--- config.mk ---
export PLATFORM = sky130hd
export DESIGN_NAME = pipe_datapath
export DESIGN_NICKNAME = d
export VERILOG_FILES = /design/src/rtl/pipe_datapath.sv
export SDC_FILE = /design/constraint.sdc
export NUM_CORES = 1
export LEC_CHECK = 0
export BUFFER_PORTS_ARGS = -buffer_cell sky130_fd_sc_hd__buf_2
export CORE_ASPECT_RATIO = 1.2
export CORE_MARGIN = 2
export CORE_UTILIZATION = 53
export CTS_CLUSTER_DIAMETER = 80
export DETAILED_ROUTE_END_ITERATION = 10
export PLACE_DENSITY = 0.71
export SLEW_MARGIN = 20
export SYNTH_ARGS = -nofsm -noshare
export SYNTH_HDL_FRONTEND = slang
export SYNTH_SLANG_ARGS = --single-unit
--- constraint.sdc ---
create_clock -name clk -period 3.8 [get_ports clk]
set_input_delay 0.19 -clock clk [delete_from_list [all_inputs] [get_ports clk]]
set_output_delay 0.19 -clock clk [all_outputs]
set_load 0.005 [all_outputs]
--- src/rtl/pipe_datapath.sv ---
// Three-stage ALU datapath: operand read/accept, EX register, WB register.
// EX/WB forwarding feeds operand reads; the register file is written from WB.
module pipe_datapath #(
  parameter  int DATA_W  = 16,
  parameter  int REG_CNT = 8,
  localparam int RA_W    = $clog2(REG_CNT)
) (
  input  logic              clk,
  input  logic              rst,
  input  logic              in_valid,
  output logic              in_ready,
  input  logic [2:0]        op,
  input  logic [RA_W-1:0]   rs,
  input  logic [RA_W-1:0]   rt,
  input  logic [RA_W-1:0]   rd,
  input  logic [DATA_W-1:0] imm,
  input  logic              use_imm,
  input  logic              reg_write,
  input  logic              stall,
  input  logic              flush,
  output logic              wb_valid,
  output logic [RA_W-1:0]   wb_addr,
  output logic [DATA_W-1:0] wb_data,
  output logic              wb_zero,
  input  logic [RA_W-1:0]   dbg_addr,
  output logic [DATA_W-1:0] dbg_data,
  output logic [15:0]       retired_cnt
);

  logic [DATA_W-1:0] r_regs [REG_CNT];

  logic              r_exValid;
  logic [2:0]        r_exOp;
  logic [DATA_W-1:0] r_exA;
  logic [DATA_W-1:0] r_exB;
  logic [RA_W-1:0]   r_exRd;
  logic              r_exWe;

  logic              r_wbValid;
  logic [RA_W-1:0]   r_wbAddr;
  logic [DATA_W-1:0] r_wbData;
  logic              r_wbWe;

  logic [15:0]       r_retired;

  logic [DATA_W-1:0] w_aluRes;
  logic              w_slt;
  logic [DATA_W-1:0] w_opA;
  logic [DATA_W-1:0] w_opB;
  logic [DATA_W-1:0] w_rtVal;

  assign in_ready    = !stall;
  assign wb_valid    = r_wbValid;
  assign wb_addr     = r_wbAddr;
  assign wb_data     = r_wbData;
  assign wb_zero     = (r_wbData == '0);
  assign retired_cnt = r_retired;
  assign dbg_data    = (dbg_addr == '0) ? '0 : r_regs[dbg_addr];

  assign w_slt = ($signed(r_exA) < $signed(r_exB));

  always_comb begin
    w_aluRes = '0;
    case (r_exOp)
      3'b000:  w_aluRes = r_exA & r_exB;
      3'b001:  w_aluRes = r_exA | r_exB;
      3'b010:  w_aluRes = r_exA + r_exB;
      3'b110:  w_aluRes = r_exA - r_exB;
      3'b111:  w_aluRes = {{(DATA_W-1){1'b0}}, w_slt};
      default: w_aluRes = '0;
    endcase
  end

  // The younger EX result wins over WB; register 0 is never forwarded.
  always_comb begin
    w_opA = (rs == '0) ? '0 : r_regs[rs];
    if (rs != '0 && r_exValid && r_exWe && r_exRd == rs) begin
      w_opA = w_aluRes;
    end else if (rs != '0 && r_wbValid && r_wbWe && r_wbAddr == rs) begin
      w_opA = r_wbData;
    end
  end

  always_comb begin
    w_rtVal = (rt == '0) ? '0 : r_regs[rt];
    if (rt != '0 && r_exValid && r_exWe && r_exRd == rt) begin
      w_rtVal = w_aluRes;
    end else if (rt != '0 && r_wbValid && r_wbWe && r_wbAddr == rt) begin
      w_rtVal = r_wbData;
    end
  end

  assign w_opB = use_imm ? imm : w_rtVal;

  // Flush beats stall; bubbles leave wb_addr/wb_data at their last valid values.
  always_ff @(posedge clk or negedge rst) begin
    if (!rst) begin
      r_exValid <= 1'b0;
      r_exOp    <= '0;
      r_exA     <= '0;
      r_exB     <= '0;
      r_exRd    <= '0;
      r_exWe    <= 1'b0;
      r_wbValid <= 1'b0;
      r_wbAddr  <= '0;
      r_wbData  <= '0;
      r_wbWe    <= 1'b0;
      r_retired <= '0;
      for (int i = 0; i < REG_CNT; i++) begin
        r_regs[i] <= '0;
      end
    end else if (flush) begin
      r_exValid <= 1'b0;
      r_wbValid <= 1'b0;
    end else if (!stall) begin
      if (r_wbValid && r_wbWe && r_wbAddr != '0) begin
        r_regs[r_wbAddr] <= r_wbData;
      end
      if (r_wbValid) begin
        r_retired <= r_retired + 16'd1;
      end
      r_wbValid <= r_exValid;
      if (r_exValid) begin
        r_wbAddr <= r_exRd;
        r_wbData <= w_aluRes;
        r_wbWe   <= r_exWe;
      end
      r_exValid <= in_valid;
      if (in_valid) begin
        r_exOp <= op;
        r_exA  <= w_opA;
        r_exB  <= w_opB;
        r_exRd <= rd;
        r_exWe <= reg_write;
      end
    end
  end

endmodule

==> flow_summary.yaml <==
route:
  viasPerCell: 6.34
  drt_iter0_drc: 838
  wl_per_cell_microns: 22.3
  drt.antenna.violating_nets: 0
  num_vias: 10384
  wl_microns: 36500
  drt_first_pass_iters: 5
  drc: 0
clock_network:
  clkSinkCount: 205
  clockBufferDepth: 3
  clock_tree.root_cell: "clkbuf_16"
  cts_tree: "yes"
  clkTransAtPathRegs_ps: 60
  cts_buffers: 23
  post_cts_buffers: 0
  clock_latency_ps: 520
  htree_num_levels: 1
worst_hold_path:
  holdPathStages: 3
  hp-start: "imm[1]"
  min_to: "r_exB[1]$_DFFE_PN0P_"
  min_path_type: "input port to flop"
placed_design:
  place_congestion: 0.923
  dp_slack_ps: 633
  hpwl_microns: 25000
  portBuffers: 91
worst_setup_path:
  r2r-start: "r_exA[0]$_DFFE_PN0P_"
  worstPathArrival_ps: 3570
  cp.required_ps: 4160
  path_class: "flop to flop"
  critPathCaptureType: "flop"
  reg2reg_to: "r_exB[12]$_DFFE_PN0P_"
  rrSetupSlack_ps: 590
  path_max_fanout: 4
  ff2ff_path_depth: 12
  crit_path_start_kind: "flop"
sta:
  slew_violations: 0
  fin_skew_ps: 21.1
  layout_min_cycle_time_ps: 3210
  rsz0062_at_grt: "false"
  hold_viol: 0
  fin_setup_tns_ps: 0
  slew_headroom: 0.301
  max_slew.worst_pin.slew_ps: 1050
  post-route-period-util: 0.844
  setup_slack_ps: 591
  fmax_mhz: 312
  setup_viol: 0
synthesis:
  ys_ff_latch: 205
  yosys_warnings: 0
  syn_avg_cell_area_sq_um: 10.8
  synthCells: 1244
  syn-cell-area_sq_um: 13400
  synth.distinct_cells: 72
  yosys_most_used_dff: "dfrtp_1"
  synth_seq_area_share: 0.382
  synth_top_area_cell: "dfrtp_1"
  synth_area_leaders: "dfrtp_1 38%, mux4_2 13%, mux2_2 11%"
  synthesis.nets: 1337
  synthArstFlopShare: 1.00
  synth-edff-count: 0
  synth_top_cell_area_share: 0.382
floorplanning:
  std_cell_rows: 63
  core_sq_um: 24800
  start_util: 0.541
  boundaryPins: 92
  fp.dieW_microns: 149
  floorplan.die_area_sq_um: 26600
  die_y_microns: 178
global_route:
  grt_pass1_vias: 10369
  antenna_found_initial: 0
  grt_max_degree: 98
  grt-ovfl-total: 0
  grt_use_total: 0.277
  grt_pass1_wl_microns: 57300
cells_and_area:
  final_nets: 1392
  final_common_cell: "dfrtp_1"
  drive_gt1_frac: 0.295
  areaGrowthSynthToFinish_pct: 12.2
  ff_latch_area_sq_um: 5130
  antenna_cells: 0
  mostFrequentLayoutCells: "205 x dfrtp_1, 134 x mux2_2, 90 x buf_2"
  multi_input_area_sq_um: 7610
  fillers: 2022
power:
  worst_ir_drop_vdd_v: 0.000299
  power.density_nw_per_um2: 409
  power_leakage_nw: 6.86
outcome:
  outcome: "finished clean"
job:
  maxCapViolCount: 0
## where the power goes
| group | switching [W] | total (W) | internal, W |
|---|---|---|---|
| combinational | 0.000680 | 0.00118 | 0.000498 |
| clock | 0.000901 | 0.00231 | 0.00141 |
| sequential | 0.000354 | 0.00267 | 0.00232 |
## flip-flops by register name (all words and copies together) (netlist names)
| register | cells |
|---|---|
| r_exOp | 3 |
| r_exA | 16 |
| r_exB | 16 |
| r_regs | 128 |
| wb_addr | 3 |
| wb_valid | 1 |
| r_exRd | 3 |
| r_exWe | 1 |
| r_wbWe | 1 |
| r_exValid | 1 |
| retired_cnt | 16 |
| wb_data | 16 |
## critical path: stages (launching register included)
cell and delay, ps:
dfrtp_1 380, inv_1 100, ha_1 180, inv_1 60, fa_1 380, and2b_2 220
o211ai_1 330, a32oi_1 220, a2111oi_0 460, a221oi_1 120, xnor2_1 160, a21oi_1 280
o221ai_1 170
## layout make-up
class,instances,share of cell area
repair buffers,145,0.0608
flip-flops and latches,205,0.340
well taps,325,0.0270
clock buffers,32,0.0437
multi-input cells,858,0.504
clock inverters,7,0.00771
inverters,66,0.0164
## per-stage QoR
step / utilization / hold WS (ps) / area (sq um) / power (W) / std cells
4_1_cts: 0.607 / 3.63 / 15100 / 0.00618 / 1638
2_1_floorplan: - / -106 / 13400 / 0.00339 / 1244
5_1_grt: 0.607 / 12.9 / 15100 / 0.00644 / 1638
6_report: 0.607 / 13.1 / 15100 / 0.00616 / 1638
3_3_place_gp: 0.569 / 324 / 14100 / 0.00382 / 1580
3_5_place_dp: 0.569 / 323 / 14100 / 0.00385 / 1580
## what timing repair did
action	in CTS	in global routing
resized for setup	0	0
endpoints found under the hold margin	111	0
hold buffers	19	0
setup endpoints to repair	0	0
## how the worst max path moves through the flow
| stage | from | to | slack (ps) | depth (start not counted) |
|---|---|---|---|---|
| after floorplan | r_exA[6]$_DFFE_PN0P_ | r_exA[13]$_DFFE_PN0P_ | 1070 | 11 |
| after global placement | r_exA[0]$_DFFE_PN0P_ | r_exB[12]$_DFFE_PN0P_ | 720 | 12 |
| after detailed placement | r_exA[0]$_DFFE_PN0P_ | r_exB[12]$_DFFE_PN0P_ | 630 | 12 |
| after CTS | r_exA[0]$_DFFE_PN0P_ | r_exB[12]$_DFFE_PN0P_ | 600 | 12 |
| after global routing | r_exA[0]$_DFFE_PN0P_ | r_exB[14]$_DFFE_PN0P_ | 390 | 12 |
| final | r_exA[0]$_DFFE_PN0P_ | r_exB[12]$_DFFE_PN0P_ | 590 | 12 |
## logic make-up (layout without fill, tap and decap cells)
logic type / count (synthesis) / count (layout) / share of synthesized area
muxes: 252 / 252 / 0.274
DFF: 205 / 205 / 0.382
buffers and inverters: 181 / 250 / 0.0529
AOI/OAI and AO/OA: 261 / 261 / 0.128
adders and majority gates: 55 / 55 / 0.0523
and+or+nand+nor: 257 / 257 / 0.0895
xor gates and xnor gates: 33 / 33 / 0.0215
## routing by layer
metal,vias up,GRT usage,routed length (microns)
met3,86,0.0373,2200
met1,5228,0.367,14700
li1,4679,-,-
met5,-,0,0
met2,391,0.468,18300
met4,0,0.101,1250
## Yosys cell counts, types with 9 or more instances
cell and count:
a211oi_1 17, a21oi_1 79, a221oi_1 20, a31oi_1 9, buf_2 18, clkbuf_1 87, dfrtp_1 205, ha_1 53
inv_1 66, mux2_2 134, mux2i_1 39, mux4_2 79, nand2_1 78, nand3_1 23, nor2_1 86, nor3_1 11
nor4_1 10, o211ai_1 13, o21ai_0 48, o221ai_1 11, o22ai_1 12, xnor2_1 23, xor2_1 10
Power figures use the tool's default switching activity.
